==> config.mk <==
export PLATFORM = sky130hd
export DESIGN_NAME = clk_divider_16f
export DESIGN_NICKNAME = d
export VERILOG_FILES = /design/src/rtl/clk_divider_16f_pkg.sv /design/src/rtl/clk_divider_16f.sv
export SDC_FILE = /design/constraint.sdc
export NUM_CORES = 1
export LEC_CHECK = 0
export ABC_AREA = 1
export BUFFER_PORTS_ARGS = -buffer_cell sky130_fd_sc_hd__buf_2
export CAP_MARGIN = 25
export CELL_PAD_IN_SITES_DETAIL_PLACEMENT = 1
export CELL_PAD_IN_SITES_GLOBAL_PLACEMENT = 2
export CORE_MARGIN = 2
export CORE_UTILIZATION = 24
export DETAILED_ROUTE_END_ITERATION = 6
export PLACE_DENSITY = 0.71
export SLEW_MARGIN = 20
export SYNTH_ARGS = -nofsm -noshare
export SYNTH_HDL_FRONTEND = slang
export SYNTH_SLANG_ARGS = --single-unit
==> constraint.sdc <==
create_clock -name clk16f -period 2.2 [get_ports clk16f]
set_input_delay 0.11 -clock clk16f [delete_from_list [all_inputs] [get_ports clk16f]]
set_output_delay 0.11 -clock clk16f [all_outputs]
set_load 0.02 [all_outputs]
==> src/rtl/clk_divider_16f_pkg.sv <==
// Shared constants for the 16f clock divider: counter width, wrap value
// and the count values at which each divided clock first reads high.
package clk_divider_16f_pkg;

  localparam int DIV_WIDTH = 4;

  typedef logic [DIV_WIDTH-1:0] cnt_t;

  localparam cnt_t CNT_MAX = cnt_t'(15);
  localparam cnt_t RISE_4F = cnt_t'(2);
  localparam cnt_t RISE_2F = cnt_t'(4);
  localparam cnt_t RISE_F  = cnt_t'(8);

  // True when the low 'bits' bits of cnt equal those of the rise point,
  // i.e. the divided clock of that period is entering its high phase.
  function automatic logic at_rise(input cnt_t cnt, input cnt_t point, input int bits);
    cnt_t mask;
    mask = cnt_t'((1 << bits) - 1);
    return (cnt & mask) == (point & mask);
  endfunction

endpackage

==> src/rtl/clk_divider_16f.sv <==
// Divides clk16f by 2/4/8/16 from one free-running counter, with registered
// rise strobes, a synchronous phase-realign request and a lock flag.
module clk_divider_16f
  import clk_divider_16f_pkg::*;
(
  input  logic                 clk16f,
  input  logic                 reset_L,
  input  logic                 sync_req,
  output logic                 clk8f,
  output logic                 clk4f,
  output logic                 clk2f,
  output logic                 clkf,
  output logic                 rise_4f,
  output logic                 rise_2f,
  output logic                 rise_f,
  output logic [DIV_WIDTH-1:0] phase,
  output logic                 locked
);

  cnt_t cnt;
  cnt_t cnt_next;

  // NOTE: every always_comb output gets a value on all paths, so no latch is inferred.
  always_comb begin
    cnt_next = cnt + cnt_t'(1);
  end

  // Strobes are decoded from the next count so they are flops that go high
  // on the same edge as the divided clock they mark.
  // NOTE: sequential state uses non-blocking assignments only, so every flop
  // samples pre-edge values regardless of statement order.
  always_ff @(posedge clk16f) begin
    if (!reset_L || sync_req) begin
      cnt     <= '0;
      rise_4f <= 1'b0;
      rise_2f <= 1'b0;
      rise_f  <= 1'b0;
      locked  <= 1'b0;
    end else begin
      cnt     <= cnt_next;
      rise_4f <= at_rise(cnt_next, RISE_4F, 2);
      rise_2f <= at_rise(cnt_next, RISE_2F, 3);
      rise_f  <= at_rise(cnt_next, RISE_F, 4);
      if (cnt == CNT_MAX)
        locked <= 1'b1;
    end
  end

  // Outputs are straight counter bits: no decode logic between flop and pin.
  assign clk8f = cnt[0];
  assign clk4f = cnt[1];
  assign clk2f = cnt[2];
  assign clkf  = cnt[3];
  assign phase = cnt;

endmodule

# Yosys cells after proc, flatten, opt, wreduce, memory -nomap -nowiden
# Index checks and enable logic that the tools add are counted.
# Widths: inputs -> output; s select.
# word_totals
regBits	8
out_inout_bits	12
word_cells	12
# classes
addsub	1
reduce_logical	2
n_eq_ne	4
# ops
op	count
$eq 4x4->1 const B	2
$add 4x1->4 const B	1
$eq 3x3->1 const B	1
$eq 2x2->1 const B	1
$logic_not 1->1	1
$logic_or 1x1->1	1

# Depth between registers and ports, before layout
# Gate-level depths: netlist (run 1).
# depth
ltp_word	2
depth_mapped	4
depth_no_buf	4

# Least setup slack after synthesis (run 1)
# No wires, ideal clock.
# synth_timing
kind	reg2reg
startpoint	register cnt[0] (netlist: phase[0])
endpoint	register rise_f
t_required_ns	2.090
path_slack_ns	0.993
arrival_ns	1.096
period_less_slack_ns	1.207
n_path_buf	0
path_stages_with_launch	5
cell_sequence	dfxtp_1 ha_1 ha_1 nand2_1 nor2_2
# synth_via
elab_chain_len	2
# synth_rtl
element	line_no	text
start, declared	clk_divider_16f.sv:20	cnt_t cnt;
start signal, assigned	clk_divider_16f.sv:40	cnt <= cnt_next;
$add 4x1->4	clk_divider_16f.sv:25	cnt_next = cnt + cnt_t'(1);
$eq 4x4->1	clk_divider_16f_pkg.sv:19	return (cnt & mask) == (point & mask);
end signal, assigned	clk_divider_16f.sv:43	rise_f <= at_rise(cnt_next, RISE_F, 4);
end, declared	clk_divider_16f.sv:15	output logic rise_f,
# Every way passes these cells.
# A chain may end at the register's enable or synchronous reset.

# Worst setup path in the final report (run 1)
# Same ends and word-level chain as after synthesis.

==> reports/metrics.yaml, run 1 <==
grt_pass1_vias: 205
whs_ns: 0.141
cts_setup_buffers: 0
holdBufCountCts: 0
clockBufferDepth: 2
row_count: 13
worstPathArrival_ns: 1.26
cts_sinks: 8
cp-start-kind: "register"
synthDistinctLibCells: 12
dieArea_um2: 1690
timing.rr.start: "phase[0]"
die_height_um: 41.2
fp.coreArea_um2: 1300
die_x_um: 41.2
min_period_ns: 1.11
synth_warnings: 0
hold_viol: 0
drt-vias-per-instance: 3.95
pwr-share-clk: 0.385
r2r_slack_ns: 1.09
cts-buffers-inserted: 3
synth_edf_count: 0
synth_common_cells: "dfxtp_1, inv_1, nor2_1, buf_4, ha_1"
p_switching_uw: 57.9
grt_max_degree: 8
synth_ff_type: "dfxtp_1"
synthTopCellsByArea: "dfxtp_1, ha_1, buf_4, inv_1, nor2_1"
drtIter0Drc: 1
yosys.area.top_type_share: 0.483
syn_nets: 44
tns_ns: 0
preCtsSetupSlack_ns: 1.08
min_from: "sync_req"
pwr-share-seq: 0.549
antenna_cells: 0
htreeDepth: 1
syn2layout_area_growth_pct: 24.5
final_nets: 59
ys_seq_area_frac: 0.483
grt_usage: 0.0881
yosysTopAreaCell: "dfxtp_1"
grt_first_pass_wirelength_um: 876
slowest_stage: "dfxtp_1"
worstMarginPinSlew_ns: 0.202
top_level_ports: 15
power_density_nw_per_um2: 663
drtPass1Iterations: 2
setup_viol_count_final: 0
p_total_uw: 274
swShare: 0.211
ys_ff_latch: 8
syn_area_um2: 332
clk_pin_slew_ns: 0.05
critPathRequiredTime_ns: 2.34
drc: 0
antenna_found_initial: 0
cp_common_cell: "ha_1"
worst_skew_pair.late_latency_ns: 0.24
port_buffers: 14
fin_skew_ns: 0.00328
drive_above_1_share: 0.412
fmax_mhz: 898
slowest_delay_ns: 0.36
initial_core_util: 0.255
holdPathEnd: "rise_f"
critical_path.max_fanout: 7
maxCapViolations: 0
synth-async-reset-ratio: 0
setup_ws_ns: 1.09
finalWeightedCongestion: 0.670
period_share: 0.506
cp_cell_sequence: "ha_1 > ha_1 > nand2_1 > nor2_2"
status: "finished, final reports clean"
avgSynthCellArea_um2: 8.73
ant_nets: 0
p_leak_uw: 0.000217
cts_resized: 0
cts-root-buf: "clkbuf_4"
hold_path.class: "primary input to register"
wire_per_inst_um: 8.17
tritoncts: "done"
max_slew_margin: 0.865
dr_total_vias: 261
rsz0062_at_grt: "no"
power_frac_comb: 0.066
power.internal_uw: 216
overflow: 0
drv_slew: 0
setup.worst_path.end_class: "register"
critPathKind: "register to register"
regToRegEndpoint: "rise_f"
holdPathStages: 4
postSynthCellCount: 38
peakVddDrop_v: 0.000365
wl_um: 539
reg2reg_depth: 4
==> stage by stage <==
stage	utilization	std cells	area (um^2)
final	0.317	66	413
after global routing	0.317	66	413
after CTS	0.317	66	413
after detailed placement	0.300	63	390
after global placement	0.300	63	390
after floorplan	-	38	332
==> metal layers <==
metal / wire length, um / vias to the layer above / GRT usage / share of wire
met5: 0 / - / 0 / 0
met4: 0 / 0 / 0.0242 / 0
met3: 48 / 0 / 0.0815 / 0.089
met2: 284 / 8 / 0.129 / 0.53
met1: 205 / 116 / 0.0906 / 0.38
li1: - / 137 / - / -
==> power by group through the flow <==
stage	clock (uW)	sequential, uW	combinational [uW]
finish	105	150	18.1
global route	123	150	20.6
global placement	0	153	18.5
detailed placement	0	153	18.7
CTS	116	150	18.8
floorplan	0	156	10.8
==> cells in the final DEF, fill, tap and decap left out <==
master,instances
a21oi_1,1
nand3_2,1
inv_2,1
nand3_1,2
nor2_2,2
nand4_1,1
buf_2,14
nor2_1,5
dfxtp_1,8
clkbuf_4,3
nand2_1,2
ha_1,3
inv_1,8
==> cell type report <==
type,instances,area (um^2)
clock buffer,3,22.5
fill,173,888
inverter,9,33.8
multi-input combinational,17,108
sequential,8,160
tap,15,18.8
timing repair buffer,14,70.1
==> critical path: cells and delay by family, from the launching register on <==
family | cells | cell delay, ns
adder cells (fa/ha/maj) | 2 | 0.54
flip-flops | 1 | 0.36
AND/OR/NAND/NOR | 2 | 0.12
==> logic make-up after synthesis <==
family          Yosys count  synth area share
compound gates            1            0.0151
fa+ha+maj                 3             0.113
simple gates             13             0.196
buf+inv                  13             0.192
flops                     8             0.483
==> worst max path at each step <==
stage,end,cells after the start,from
floorplan,rise_f,4,phase[0]
global placement,rise_f,4,phase[0]
detailed placement,rise_f,4,phase[0]
CTS,rise_f,4,phase[0]
global route,rise_f,4,phase[0]
finish,rise_f,4,phase[0]
==> sequential cells by signal (all words and copies together), names as in the netlist <==
signal,count
phase,4
rise_2f,1
rise_4f,1
locked,1
rise_f,1
No activity file was read; power rests on OpenSTA's default activity.
==> inputs of run 2 (changes only) <==
--- a/config.mk
+++ b/config.mk
@@ -11,9 +11,9 @@
 export CELL_PAD_IN_SITES_DETAIL_PLACEMENT = 1
 export CELL_PAD_IN_SITES_GLOBAL_PLACEMENT = 2
 export CORE_MARGIN = 2
-export CORE_UTILIZATION = 24
+export CORE_UTILIZATION = 20
 export DETAILED_ROUTE_END_ITERATION = 6
-export PLACE_DENSITY = 0.71
+export PLACE_DENSITY = 0.63
 export SLEW_MARGIN = 20
 export SYNTH_ARGS = -nofsm -noshare
 export SYNTH_HDL_FRONTEND = slang
==> constraint.sdc (replaced) <==
create_clock -name clk16f -period 1 [get_ports clk16f]
set_input_delay 0.05 -clock clk16f [delete_from_list [all_inputs] [get_ports clk16f]]
set_output_delay 0.05 -clock clk16f [all_outputs]
set_load 0.02 [all_outputs]
==> run 2 against run 1 <==
  * Sequential cell count stayed put
  * Clock skew is 0.0018 ns higher
  * Power rose by 140%
  * Via count is 4.2% higher
  * Sequential share of layout area is 3.7 points lower
  * Worst setup slack got worse by 1.1 ns
==> reports/metrics.yaml, run 2 (synthesis results as in run 1) <==
status: "finished, final reports clean"
drt-vias-per-instance: 3.83
hpwl_um: 530
holdBufCountCts: 0
period_share: 0.967
fmax_mhz: 1030
cp-start-kind: "register"
port_buffers: 14
drv_slew: 0
final_common_cell: "buf_2"
reg2reg_depth: 4
min_period_ns: 0.967
slowest_stage: "dfxtp_4"
layout_common_cells: "buf_2, inv_1, nor2_1, dfxtp_1, buf_4"
p_leak_uw: 0.000236
timing.rr.start: "phase[1]"
setup.worst_path.end_class: "output port"
worstMarginPinSlew_ns: 0.146
fp.coreArea_um2: 1520
grt_pass1_vias: 261
peakVddDrop_v: 0.000500
overflow: 0
cp_cell_sequence: "buf_4 > buf_4"
wl_um: 655
power_density_nw_per_um2: 1350
cts-buffers-inserted: 3
grt_max_degree: 7
slowest_delay_ns: 0.35
largest_reg_flops: 4
drive_above_1_share: 0.545
initial_core_util: 0.218
cp_common_cell: "buf_4"
critPathKind: "register to output port"
antenna_cells: 0
top_level_ports: 15
clk_pin_slew_ns: 0.06
cts_setup_buffers: 0
rsz0062_at_grt: "yes"
fin_skew_ns: 0.00508
regToRegEndpoint: "rise_f"
dr_total_vias: 272
drc: 0
p_total_uw: 650
worst_skew_pair.late_latency_ns: 0.26
r2r_slack_ns: 0.05
setup_viol_count_final: 0
die_x_um: 44.7
drtIter0Drc: 5
final_nets: 62
ant_nets: 0
critical_path.max_fanout: 6
antenna_found_initial: 0
grt_first_pass_wirelength_um: 1100
tns_ns: 0
cts-root-buf: "clkbuf_4"
drtPass1Iterations: 2
htreeDepth: 1
row_count: 14
dieArea_um2: 2000
syn2layout_area_growth_pct: 45.3
holdPathStages: 4
min_from: "sync_req"
cts_sinks: 8
critPathRequiredTime_ns: 0.95
holdPathEnd: "rise_f"
max_slew_margin: 0.902
grt_usage: 0.0807
cts_resized: 0
hold_path.class: "primary input to register"
hold_viol: 0
wire_per_inst_um: 9.23
die_height_um: 44.7
maxCapViolations: 0
clockBufferDepth: 2
worstPathArrival_ns: 0.92
finalWeightedCongestion: 0.591
tritoncts: "done"
## run 2: area by class of cell
cell class / instances / area, um^2
well taps: 16 / 20.0
inverters: 9 / 33.8
fillers: 186 / 1040
multi-input cells: 17 / 135
repair buffers: 17 / 97.6
flip-flops and latches: 8 / 169
clock buffers: 4 / 26.3
## run 2: worst max-delay path by stage
stage	start	to	slack (ns)
global route	phase[0]	phase[0]	-0.002
CTS	phase[1]	rise_f	0.005
global placement	phase[1]	rise_f	0.04
floorplan	phase[0]	rise_f	0.01
detailed placement	phase[1]	rise_f	0.02
finish	phase[0]	clk8f	0.03
## run 2: power breakdown
part,internal [uW],switching (uW)
sequential,321,4.80
combinational,22.4,31.9
clock,153,116
total,497,153
## run 2: critical path, delay by kind of cell, from the launching register on
kind	cells	cell delay, ns
DFF	1	0.35
buffers and inverters	2	0.30
## run 2: routing by layer
layer,track usage,vias to the layer above,routed length (um)
met5,0,-,0
met1,0.0835,118,282
met3,0.0600,0,54
met4,0.0182,0,0
met2,0.130,9,319
li1,-,145,-
## run 2: through the flow
stage               hold slack (ns)  setup slack [ns]  area, um^2  std cells   util
floorplan                     0.230            0.0143         365         38      -
global placement              0.339            0.0411         448         67  0.294
detailed placement            0.342            0.0231         448         67  0.294
CTS                          0.0676           0.00475         474         71  0.311
global route                 0.0870          -0.00174         482         71  0.316
finish                       0.0785            0.0328         482         71  0.316
